==> src/rtl/program_loader_pkg.sv <==
// ============================================================================
// Module   : program_loader_pkg
// Brief    : Shared constants and FSM state type for the program loader.
// Revision : 1.0
// ============================================================================
`default_nettype none

package program_loader_pkg;

  localparam int MAX_LEN = 32;
  localparam int ADDR_W  = 5;
  localparam int DATA_W  = 8;

  localparam logic [DATA_W-1:0] CMD_RUN  = 8'hFF;
  localparam logic [DATA_W-1:0] CMD_HALT = 8'hFE;

  typedef enum logic [2:0] {
    S_CMD  = 3'd0,
    S_LEN  = 3'd1,
    S_DATA = 3'd2,
    S_CSUM = 3'd3,
    S_ERR  = 3'd4
  } state_t;

endpackage

`default_nettype wire

==> src/rtl/program_loader_if.sv <==
// ============================================================================
// Module   : program_loader_if
// Brief    : Byte-stream input and CPU load-port bundle for the program loader.
// Revision : 1.0
// ============================================================================
`default_nettype none

interface program_loader_if;
  import program_loader_pkg::*;

  logic [DATA_W-1:0] in_data;
  logic              in_valid;
  logic              in_ready;
  logic [DATA_W-1:0] cpu_input;
  logic [ADDR_W-1:0] load_address;
  logic              load;
  logic              is_instruction;
  logic              cpu_run;
  logic              frame_done;
  logic              err;

  modport master (
    output in_data, in_valid,
    input  in_ready, cpu_input, load_address, load, is_instruction,
           cpu_run, frame_done, err
  );

  modport slave (
    input  in_data, in_valid,
    output in_ready, cpu_input, load_address, load, is_instruction,
           cpu_run, frame_done, err
  );

endinterface

`default_nettype wire

==> src/rtl/loader_checksum.sv <==
// ============================================================================
// Module   : loader_checksum
// Brief    : Running modulo-256 byte sum; clear with add restarts the sum.
// Revision : 1.0
// ============================================================================
`default_nettype none

module loader_checksum
  import program_loader_pkg::*;
(
  input  wire logic              clk,
  input  wire logic              reset,
  input  wire logic              i_clear,
  input  wire logic              i_add,
  input  wire logic [DATA_W-1:0] i_data,
  output logic      [DATA_W-1:0] o_sum
);

  logic [DATA_W-1:0] r_sum;

  always_ff @(posedge clk or posedge reset) begin
    if (reset) begin
      r_sum <= '0;
    end else if (i_clear) begin
      r_sum <= i_add ? i_data : '0;
    end else if (i_add) begin
      r_sum <= r_sum + i_data;
    end
  end

  assign o_sum = r_sum;

endmodule

`default_nettype wire

==> src/rtl/program_loader.sv <==
// ============================================================================
// Module   : program_loader
// Brief    : Decodes CMD/LEN/payload byte frames into CPU load strobes.
//            Define PROGRAM_LOADER_CHECKSUM_EN to require a trailing checksum.
// Revision : 1.0
// ============================================================================
`default_nettype none

module program_loader
  import program_loader_pkg::*;
(
  input  wire logic      clk,
  input  wire logic      reset,
  program_loader_if.slave bus
);

  localparam logic [DATA_W-1:0] c_max_len = 8'(MAX_LEN);

  state_t            r_state;
  state_t            w_next_state;
  logic              r_frame_instr;
  logic [ADDR_W-1:0] r_addr;
  logic [5:0]        r_remaining;
  logic [DATA_W-1:0] r_cpu_input;
  logic [ADDR_W-1:0] r_load_address;
  logic              r_is_instruction;
  logic              r_load;
  logic              r_frame_done;
  logic              r_err;
  logic              r_cpu_run;

  logic w_accept, w_is_run, w_is_halt, w_cmd_bad, w_len_bad, w_last;
  logic w_in_ready, w_issue_load, w_issue_done, w_raise_err, w_run_set, w_run_clr;

  assign w_accept  = bus.in_valid && w_in_ready;
  assign w_is_run  = (bus.in_data == CMD_RUN);
  assign w_is_halt = (bus.in_data == CMD_HALT);
  // A load command is refused while the CPU is executing.
  assign w_cmd_bad = (bus.in_data[6:5] != 2'b00) || r_cpu_run;
  assign w_len_bad = (bus.in_data == '0) || (bus.in_data > c_max_len);
  assign w_last    = (r_remaining == 6'd1);

`ifdef PROGRAM_LOADER_CHECKSUM_EN
  logic [DATA_W-1:0] w_sum;
  logic              w_csum_ok;
  logic              w_csum_clear;
  logic              w_csum_add;

  assign w_csum_clear = w_accept && (r_state == S_CMD);
  assign w_csum_add   = w_accept;
  assign w_csum_ok    = ((w_sum + bus.in_data) == 8'd0);

  loader_checksum u_checksum (
    .clk     (clk),
    .reset   (reset),
    .i_clear (w_csum_clear),
    .i_add   (w_csum_add),
    .i_data  (bus.in_data),
    .o_sum   (w_sum)
  );
`endif

  always_ff @(posedge clk or posedge reset) begin
    if (reset) begin
      r_state <= S_CMD;
    end else begin
      r_state <= w_next_state;
    end
  end

  always_comb begin
    w_next_state = r_state;
    case (r_state)
      S_CMD: begin
        if (w_accept && !w_is_run && !w_is_halt) begin
          w_next_state = w_cmd_bad ? S_ERR : S_LEN;
        end
      end
      S_LEN: begin
        if (w_accept) begin
          w_next_state = w_len_bad ? S_ERR : S_DATA;
        end
      end
      S_DATA: begin
        if (w_accept && w_last) begin
`ifdef PROGRAM_LOADER_CHECKSUM_EN
          w_next_state = S_CSUM;
`else
          w_next_state = S_CMD;
`endif
        end
      end
`ifdef PROGRAM_LOADER_CHECKSUM_EN
      S_CSUM: begin
        if (w_accept) begin
          w_next_state = w_csum_ok ? S_CMD : S_ERR;
        end
      end
`endif
      S_ERR:   w_next_state = S_ERR;
      default: w_next_state = S_CMD;
    endcase
  end

  always_comb begin
    w_in_ready   = (r_state != S_ERR);
    w_issue_load = w_accept && (r_state == S_DATA);
`ifdef PROGRAM_LOADER_CHECKSUM_EN
    w_issue_done = w_accept && (r_state == S_CSUM) && w_csum_ok;
`else
    w_issue_done = w_accept && (r_state == S_DATA) && w_last;
`endif
    w_raise_err  = (r_state != S_ERR) && (w_next_state == S_ERR);
    w_run_set    = w_accept && (r_state == S_CMD) && w_is_run;
    w_run_clr    = w_accept && (r_state == S_CMD) && w_is_halt;
  end

  always_ff @(posedge clk or posedge reset) begin
    if (reset) begin
      r_frame_instr    <= 1'b0;
      r_addr           <= '0;
      r_remaining      <= '0;
      r_cpu_input      <= '0;
      r_load_address   <= '0;
      r_is_instruction <= 1'b0;
      r_load           <= 1'b0;
      r_frame_done     <= 1'b0;
      r_err            <= 1'b0;
      r_cpu_run        <= 1'b0;
    end else begin
      r_load       <= w_issue_load;
      r_frame_done <= w_issue_done;
      if (w_raise_err) begin
        r_err <= 1'b1;
      end
      if (w_run_set) begin
        r_cpu_run <= 1'b1;
      end else if (w_run_clr) begin
        r_cpu_run <= 1'b0;
      end
      if (w_accept && (r_state == S_CMD)) begin
        r_frame_instr <= bus.in_data[7];
        r_addr        <= bus.in_data[ADDR_W-1:0];
      end
      if (w_accept && (r_state == S_LEN)) begin
        r_remaining <= bus.in_data[5:0];
      end
      // Load-port outputs only change on a strobe so they hold between loads.
      if (w_issue_load) begin
        r_cpu_input      <= bus.in_data;
        r_load_address   <= r_addr;
        r_is_instruction <= r_frame_instr;
        r_addr           <= r_addr + 5'd1;
        r_remaining      <= r_remaining - 6'd1;
      end
    end
  end

  assign bus.in_ready       = w_in_ready;
  assign bus.cpu_input      = r_cpu_input;
  assign bus.load_address   = r_load_address;
  assign bus.load           = r_load;
  assign bus.is_instruction = r_is_instruction;
  assign bus.cpu_run        = r_cpu_run;
  assign bus.frame_done     = r_frame_done;
  assign bus.err            = r_err;

endmodule

`default_nettype wire

==> src/flat_wrapper.sv <==
// flat-port wrapper written by rule: the top's interface ports become plain ports
module program_loader_flat import program_loader_pkg::*;
  (clk, reset, bus_in_data, bus_in_valid, bus_in_ready, bus_cpu_input, bus_load_address, bus_load, bus_is_instruction, bus_cpu_run, bus_frame_done, bus_err);
  program_loader_if bus_i ();
  input  wire logic clk;
  input  wire logic reset;
  input wire logic [$bits(bus_i.in_data)-1:0] bus_in_data;
  input wire logic [$bits(bus_i.in_valid)-1:0] bus_in_valid;
  output wire logic [$bits(bus_i.in_ready)-1:0] bus_in_ready;
  output wire logic [$bits(bus_i.cpu_input)-1:0] bus_cpu_input;
  output wire logic [$bits(bus_i.load_address)-1:0] bus_load_address;
  output wire logic [$bits(bus_i.load)-1:0] bus_load;
  output wire logic [$bits(bus_i.is_instruction)-1:0] bus_is_instruction;
  output wire logic [$bits(bus_i.cpu_run)-1:0] bus_cpu_run;
  output wire logic [$bits(bus_i.frame_done)-1:0] bus_frame_done;
  output wire logic [$bits(bus_i.err)-1:0] bus_err;
  assign bus_i.in_data = bus_in_data;
  assign bus_i.in_valid = bus_in_valid;
  assign bus_in_ready = bus_i.in_ready;
  assign bus_cpu_input = bus_i.cpu_input;
  assign bus_load_address = bus_i.load_address;
  assign bus_load = bus_i.load;
  assign bus_is_instruction = bus_i.is_instruction;
  assign bus_cpu_run = bus_i.cpu_run;
  assign bus_frame_done = bus_i.frame_done;
  assign bus_err = bus_i.err;
  program_loader u_core (.clk(clk), .reset(reset), .bus(bus_i));
endmodule
==> config.mk <==
export PLATFORM = sky130hd
export DESIGN_NAME = program_loader_flat
export DESIGN_NICKNAME = d
export VERILOG_FILES = /design/src/rtl/program_loader_pkg.sv /design/src/rtl/program_loader_if.sv /design/src/rtl/loader_checksum.sv /design/src/rtl/program_loader.sv /design/src/flat_wrapper.sv
export SDC_FILE = /design/constraint.sdc
export NUM_CORES = 1
export LEC_CHECK = 0
export BUFFER_PORTS_ARGS = -buffer_cell sky130_fd_sc_hd__buf_2
export CAP_MARGIN = 20
export CORE_ASPECT_RATIO = 0.9
export CORE_UTILIZATION = 45
export CTS_BUF_LIST = sky130_fd_sc_hd__clkbuf_8
export DETAILED_ROUTE_END_ITERATION = 7
export PLACE_DENSITY = 0.67
export SLEW_MARGIN = 40
export SYNTH_ARGS = -nofsm -noshare
export SYNTH_HDL_FRONTEND = slang
export SYNTH_SLANG_ARGS = --single-unit
==> constraint.sdc <==
create_clock -name clk -period 3.3 [get_ports clk]
set_input_delay 0.33 -clock clk [delete_from_list [all_inputs] [get_ports clk]]
set_output_delay 0.33 -clock clk [all_outputs]
set_load 0.01 [all_outputs]
==> results of run 1 <==
==> registers in the layout, summed over array words and instances, names as in the netlist <==
register                   flops
u_core.bus.cpu_input           8
u_core.r_remaining             6
u_core.bus.load_address        5
u_core.r_addr                  5
u_core.r_state                 3
u_core.bus.cpu_run             1
u_core.bus.err                 1
u_core.bus.frame_done          1
u_core.bus.is_instruction      1
u_core.bus.load                1
u_core.r_frame_instr           1
==> cells by family (layout without fill, tap and decap cells) <==
logic type | after synthesis | count (layout) | share of synthesized area
adders and majority gates | 3 | 3 | 0.0235
buffers and inverters | 15 | 47 | 0.0352
AOI/OAI and AO/OA | 32 | 32 | 0.129
muxes | 3 | 3 | 0.0195
and+or+nand+nor | 88 | 88 | 0.277
DFF | 33 | 33 | 0.516
==> layout by cell type (no fill, tap or decap), types with 2 or more instances in the layout <==
cell | Yosys | layout
nand3_1 | 5 | 5
a211oi_1 | 3 | 3
nand4bb_1 | 2 | 2
and3_1 | 3 | 3
nor2b_1 | 4 | 4
clkbuf_8 | 0 | 5
inv_1 | 8 | 9
nand2_1 | 46 | 46
a21oi_1 | 7 | 7
and4_1 | 2 | 2
o22ai_1 | 3 | 3
nand3b_1 | 2 | 2
mux2i_1 | 2 | 2
nor3_1 | 3 | 3
o21ai_0 | 9 | 9
clkinv_2 | 0 | 2
o31ai_1 | 2 | 2
buf_4 | 0 | 2
nor4bb_1 | 2 | 2
or3_1 | 3 | 3
ha_1 | 3 | 3
nand2b_1 | 3 | 3
buf_2 | 0 | 29
dfrtp_1 | 33 | 33
nor2_1 | 7 | 7
==> cells in the mapped netlist (3+ instances only) <==
| library cell | n | area (um2) |
|---|---|---|
| and3_1 | 3 | 18.8 |
| dfrtp_1 | 33 | 826 |
| clkbuf_1 | 7 | 26.3 |
| a21oi_1 | 7 | 35.0 |
| o21ai_0 | 9 | 45.0 |
| inv_1 | 8 | 30.0 |
| nor3_1 | 3 | 15.0 |
| ha_1 | 3 | 37.5 |
| nor2_1 | 7 | 26.3 |
| nor2b_1 | 4 | 25.0 |
| o22ai_1 | 3 | 18.8 |
| nand2b_1 | 3 | 18.8 |
| nand3_1 | 5 | 25.0 |
| or3_1 | 3 | 18.8 |
| nand2_1 | 46 | 173 |
| a211oi_1 | 3 | 22.5 |
==> layer usage <==
layer / routed length (um) / share of wire
met1: 1750 / 0.49
met2: 1640 / 0.46
met3: 160 / 0.045
met4: 38 / 0.011
met5: 0 / 0
==> per-stage QoR <==
stage | hold slack (ns) | setup WS [ns] | instances
finish | 0.127 | 1.28 | 250
global route | 0.165 | 1.10 | 250
CTS | 0.141 | 1.30 | 250
detailed placement | 0.442 | 1.32 | 242
global placement | 0.429 | 1.41 | 242
floorplan | 0.433 | 1.63 | 174
==> power by group <==
group / switching (mW) / internal (mW)
sequential: 0.0340 / 0.434
combinational: 0.0458 / 0.0392
clock: 0.141 / 0.143
total: 0.221 / 0.616
==> area by class of cell <==
cell class / count / area (um2)
fillers: 312 / 1510
well taps: 44 / 55.1
flip-flops and latches: 33 / 826
repair buffers: 31 / 160
clock inverters: 3 / 13.8
multi-input cells: 126 / 718
inverters: 8 / 30.0
clock buffers: 5 / 68.8
==> critical path, cell delays in order (launching register included) <==
cell       delay, ns
dfrtp_1         0.56
nand4bb_1       0.16
buf_4           0.24
inv_1           0.49
o21ai_0         0.20
a21oi_1         0.18
a211oi_1        0.06
==> final timing paths <==
check | start | end | slack [ns] | cells after the start
worst max-delay path | u_core.r_state[1] | u_core.r_remaining[4] | 1.28 | 6
max in group asynchronous | reset | u_core.r_remaining[3] | 2.86 | 3
worst min-delay path | reset | u_core.bus.cpu_run | 0.13 | 3
worst min register to register | u_core.bus.is_instruction | u_core.bus.is_instruction | 0.47 | 2
min in group clk | bus_in_data[6] | u_core.bus.cpu_input[6] | 0.29 | 3
worst max register to register | u_core.r_state[1] | u_core.r_remaining[4] | 1.28 | 6
==> flow_metrics.env, run 1 <==
export IMPL_grt_max_degree=34
export IMPL_post_route_drc_count=0
export IMPL_async_reset_ff_frac=1.00
export IMPL_crit_arrival_ns=2.18
export IMPL_clock_latency_ns=0.28
export IMPL_num_antenna_cells=0
export IMPL_hold_class="in2async"
export IMPL_grtUsageMet2=0.327
export IMPL_overflow=0
export IMPL_cts_sinks=33
export IMPL_drt_total_wl_mm=3.58
export IMPL_syn_avg_cell_area_um2=9.20
export IMPL_place_area_um2=1790
export IMPL_rows=20
export IMPL_syn_num_nets=188
export IMPL_via_per_inst=5.46
export IMPL_worstPathRequired_ns=3.45
export IMPL_ys_warn_count=0
export IMPL_finalSetupTns_ns=0
export IMPL_min_period_over_period=0.613
export IMPL_drive_above_1_share=0.209
export IMPL_final_hold_viol_count=0
export IMPL_endpoint_kind="register"
export IMPL_tritoncts="built"
export IMPL_synthCells=174
export IMPL_place_congestion=0.837
export IMPL_final_util=0.554
export IMPL_max_clock_freq_mhz=495
export IMPL_post_cts_resized=0
export IMPL_worstMarginPinSlew_ns=0.680
export IMPL_synth_seq_cells=33
export IMPL_dp_hpwl_mm=2.60
export IMPL_die_area_um2=3800
export IMPL_drt_iter0_drc=115
export IMPL_clockBufferDepth=2
export IMPL_seq_area_frac_synth=0.516
export IMPL_use_met1=0.280
export IMPL_core_um2=3380
export IMPL_start_util=0.474
export IMPL_cts_buffers=5
export IMPL_crit_fanout=23
export IMPL_synthToLayoutAreaGrowth_pct=17.0
export IMPL_syn_area_um2=1600
export IMPL_path_clk_slew_ns=0.07
export IMPL_relSlewSlack=0.541
export IMPL_clockRootBuffer="clkbuf_8"
export IMPL_grt_pass1_wl_mm=5.91
export IMPL_ios=30
export IMPL_final_area_um2=1870
export IMPL_ys_types=37
export IMPL_synth_ff_type="dfrtp_1"
export IMPL_slew_violations=0
export IMPL_min_period_ns=2.02
export IMPL_die_h_um=58.6
export IMPL_portBuffers=29
export IMPL_die_w_um=64.9
export IMPL_p_per_area_nw_per_um2=447
export IMPL_post_drt_wl_per_cell_um=14.3
export IMPL_antenna_found_initial=0
export IMPL_drv_cap=0
export IMPL_cts_hold_buf=0
export IMPL_dr_pass1_iters=4
export IMPL_met3_usage=0.0465
export IMPL_power_mw=0.837
export IMPL_clock_skew_ns=0.00655
export IMPL_status="complete, no violations"
export IMPL_grt_usage=0.209
export IMPL_peakVddDrop_uv=282
export IMPL_p_leak_nw=0.987
export IMPL_worstSetupPathType="reg2reg"
export IMPL_vias=1366
export IMPL_htree_num_levels=2
export IMPL_rsz0062_at_grt="no"
export IMPL_final_nets=219
export IMPL_ant_nets=0
export IMPL_synth_edff_count=0
export IMPL_post_cts_buffers=0
export IMPL_setup_viol=0
export IMPL_busiest_layer="met2"
export IMPL_grt_pass1_vias=1263
export IMPL_start_kind="register"
(Power assumes the default switching activity.)
==> run 2, diff against run 1 <==
--- a/config.mk
+++ b/config.mk
@@ -5,13 +5,14 @@
 export SDC_FILE = /design/constraint.sdc
 export NUM_CORES = 1
 export LEC_CHECK = 0
+export ABC_AREA = 1
 export BUFFER_PORTS_ARGS = -buffer_cell sky130_fd_sc_hd__buf_2
 export CAP_MARGIN = 20
 export CORE_ASPECT_RATIO = 0.9
 export CORE_UTILIZATION = 45
 export CTS_BUF_LIST = sky130_fd_sc_hd__clkbuf_8
 export DETAILED_ROUTE_END_ITERATION = 7
-export PLACE_DENSITY = 0.67
+export PLACE_DENSITY = 0.69
 export SLEW_MARGIN = 40
 export SYNTH_ARGS = -nofsm -noshare
 export SYNTH_HDL_FRONTEND = slang
==> constraint.sdc (replaced) <==
create_clock -name clk -period 1.75 [get_ports clk]
set_input_delay 0.175 -clock clk [delete_from_list [all_inputs] [get_ports clk]]
set_output_delay 0.175 -clock clk [all_outputs]
set_load 0.01 [all_outputs]
==> run 2 against run 1 <==
Synthesized area increased by 2.7%. Global-route usage down 0.72 points. Register-to-register slack worse by 0.94 ns. Via count up 4.1%. Utilization grew 1.6 points. Setup slack got worse by 0.94 ns. Clock skew down 0.00090 ns. First-iteration DRC count fell by 37%. Combinational power is 26% lower.
==> flow_metrics.env, run 2 <==
export IMPL_status="complete, no violations"
export IMPL_cts_buffers=5
export IMPL_synth_common_cells="72 x nand2_1, 33 x dfrtp_1, 19 x inv_1"
export IMPL_p_leak_nw=1.10
export IMPL_peakVddDrop_uv=636
export IMPL_yosysTopAreaCellShare=0.503
export IMPL_p_int_mw=1.24
export IMPL_cts_sinks=33
export IMPL_post_drt_wl_per_cell_um=12.3
export IMPL_synth_seq_cells=33
export IMPL_overflow=0
export IMPL_antenna_found_initial=0
export IMPL_crit_path_top_delay_cell="dfrtp_1"
export IMPL_rsz0062_at_grt="no"
export IMPL_yosysMostFrequentCell="nand2_1"
export IMPL_grt_max_degree=34
export IMPL_synthToLayoutAreaGrowth_pct=18.9
export IMPL_final_nets=255
export IMPL_clkPwrFrac=0.468
export IMPL_final_hold_viol_count=0
export IMPL_crit_fanout=17
export IMPL_timing_critical_path_cells="nor2_2, nand3_2, inv_2, nand3_1, a21oi_1"
export IMPL_p_per_area_nw_per_um2=796
export IMPL_min_period_ns=1.42
export IMPL_via_per_inst=4.97
export IMPL_die_h_um=59.3
export IMPL_num_antenna_cells=0
export IMPL_htree_num_levels=2
export IMPL_vias=1422
export IMPL_drt_total_wl_mm=3.53
export IMPL_clockBufferDepth=2
export IMPL_grt_usage=0.202
export IMPL_min_period_over_period=0.810
export IMPL_max_clock_freq_mhz=706
export IMPL_async_reset_ff_frac=1.00
export IMPL_rows=20
export IMPL_ys_types=24
export IMPL_die_w_um=65.7
export IMPL_pwr_share_seq=0.492
export IMPL_syn_area_um2=1640
export IMPL_setup_viol=0
export IMPL_grt_pass1_vias=1254
export IMPL_power_share_switching=0.201
export IMPL_relSlewSlack=0.727
export IMPL_crit_arrival_ns=1.62
export IMPL_slew_violations=0
export IMPL_drive_above_1_share=0.194
export IMPL_grt_pass1_wl_mm=5.82
export IMPL_clockRootBuffer="clkbuf_8"
export IMPL_post_route_drc_count=0
export IMPL_portBuffers=29
export IMPL_ant_nets=0
export IMPL_die_area_um2=3900
export IMPL_worstPathRequired_ns=1.95
export IMPL_endpoint_kind="register"
export IMPL_post_cts_buffers=0
export IMPL_slowest_delay_ns=0.41
export IMPL_ys_warn_count=0
export IMPL_dr_pass1_iters=5
export IMPL_largest_reg_flops=8
export IMPL_core_um2=3430
export IMPL_synth_ff_type="dfrtp_1"
export IMPL_final_common_cell="nand2_1"
export IMPL_ios=30
export IMPL_synth_area_leaders="dfrtp_1 50%, nand2_1 16%, nand3_1 4.6%"
export IMPL_drv_cap=0
export IMPL_hold_class="in2reg"
export IMPL_synth_top_area_cell="dfrtp_1"
export IMPL_power_switching_mw=0.313
export IMPL_tritoncts="built"
export IMPL_comb_power_share=0.040
export IMPL_final_area_um2=1950
export IMPL_clock_latency_ns=0.28
export IMPL_synth_edff_count=0
export IMPL_path_clk_slew_ns=0.07
export IMPL_cts_hold_buf=1
export IMPL_place_area_um2=1830
export IMPL_synthCells=205
export IMPL_dp_hpwl_mm=2.55
export IMPL_drt_iter0_drc=73
export IMPL_syn_avg_cell_area_um2=8.01
export IMPL_post_cts_resized=0
export IMPL_clock_skew_ns=0.00564
export IMPL_start_kind="register"
export IMPL_worstSetupPathType="reg2reg"
export IMPL_seq_area_frac_synth=0.503
export IMPL_start_util=0.479
export IMPL_worstMarginPinSlew_ns=0.410
export IMPL_finalSetupTns_ns=0
export IMPL_syn_num_nets=219
export IMPL_layout_common_cells="72 x nand2_1, 33 x dfrtp_1, 29 x buf_2, 20 x inv_1, 16 x nor2_1"
export IMPL_place_congestion=0.860
==> run 2: cell type report <==
cell class	count	area (um2)
Tap cell	44	55.1
Fill cell	333	1480
Clock inverter	2	33.8
Sequential cell	33	826
Clock buffer	6	82.6
Multi-Input combinational cell	147	699
Inverter	21	78.8
Timing Repair Buffer	33	178
==> run 2: power groups by stage <==
| stage | Clock [mW] | Combinational, mW | Sequential, mW |
|---|---|---|---|
| 2_1_floorplan | 0 | 0.0275 | 0.780 |
| 3_3_place_gp | 0 | 0.0625 | 0.779 |
| 3_5_place_dp | 0 | 0.0622 | 0.779 |
| 4_1_cts | 0.744 | 0.0641 | 0.765 |
| 5_1_grt | 0.781 | 0.0719 | 0.764 |
| 6_report | 0.727 | 0.0629 | 0.765 |
==> run 2: per-layer routing <==
metal | wire (um) | part of all wire | GRT usage | vias to the layer above
li1 | - | - | - | 731
met1 | 1830 | 0.52 | 0.290 | 649
met2 | 1480 | 0.42 | 0.296 | 37
met3 | 186 | 0.053 | 0.0481 | 5
met4 | 34 | 0.0096 | 0.0745 | 0
met5 | 0 | 0 | 0 | -
==> run 2: kinds of logic after synthesis <==
logic type                 count (synthesis)  synth area share
and+or+nand+nor                          119             0.309
DFF                                       33             0.503
buffers and inverters                     25            0.0716
AOI/OAI and AO/OA                         21            0.0724
xor gates and xnor gates                   4            0.0213
adders and majority gates                  3            0.0229
==> run 2: path summary, 6_finish.rpt <==
| path | end | slack, ns | cells past startpoint | startpoint |
|---|---|---|---|---|
| max in group asynchronous | u_core.r_remaining[4] | 0.93 | 4 | reset |
| min in group asynchronous | u_core.bus.cpu_input[7] | 0.52 | 4 | reset |
| hold reg to reg | u_core.bus.load_address[2] | 0.48 | 2 | u_core.bus.load_address[2] |
| setup reg to reg | u_core.r_remaining[4] | 0.33 | 5 | u_core.r_state[0] |
| setup / recovery | u_core.r_remaining[4] | 0.33 | 5 | u_core.r_state[0] |
| hold / removal | u_core.bus.cpu_input[6] | 0.16 | 3 | bus_in_data[6] |
==> run 2: stage by stage <==
stage | cells | total power, mW | worst slack (ns) | hold WS [ns] | utilization
6_report | 286 | 1.55 | 0.333 | 0.156 | 0.570
5_1_grt | 286 | 1.62 | 0.194 | 0.161 | 0.570
4_1_cts | 286 | 1.57 | 0.301 | 0.153 | 0.570
3_5_place_dp | 277 | 0.841 | 0.354 | 0.288 | 0.533
3_3_place_gp | 277 | 0.842 | 0.369 | 0.286 | 0.533
2_1_floorplan | 205 | 0.807 | 0.582 | 0.285 | -
==> run 2: critical path: cells and delay by family, from the launching register on <==
| kind | cells | cell delay, ns |
|---|---|---|
| buffers and inverters | 1 | 0.31 |
| flip-flops | 1 | 0.41 |
| AO/OA/AOI/OAI | 1 | 0.16 |
| AND/OR/NAND/NOR | 3 | 0.45 |
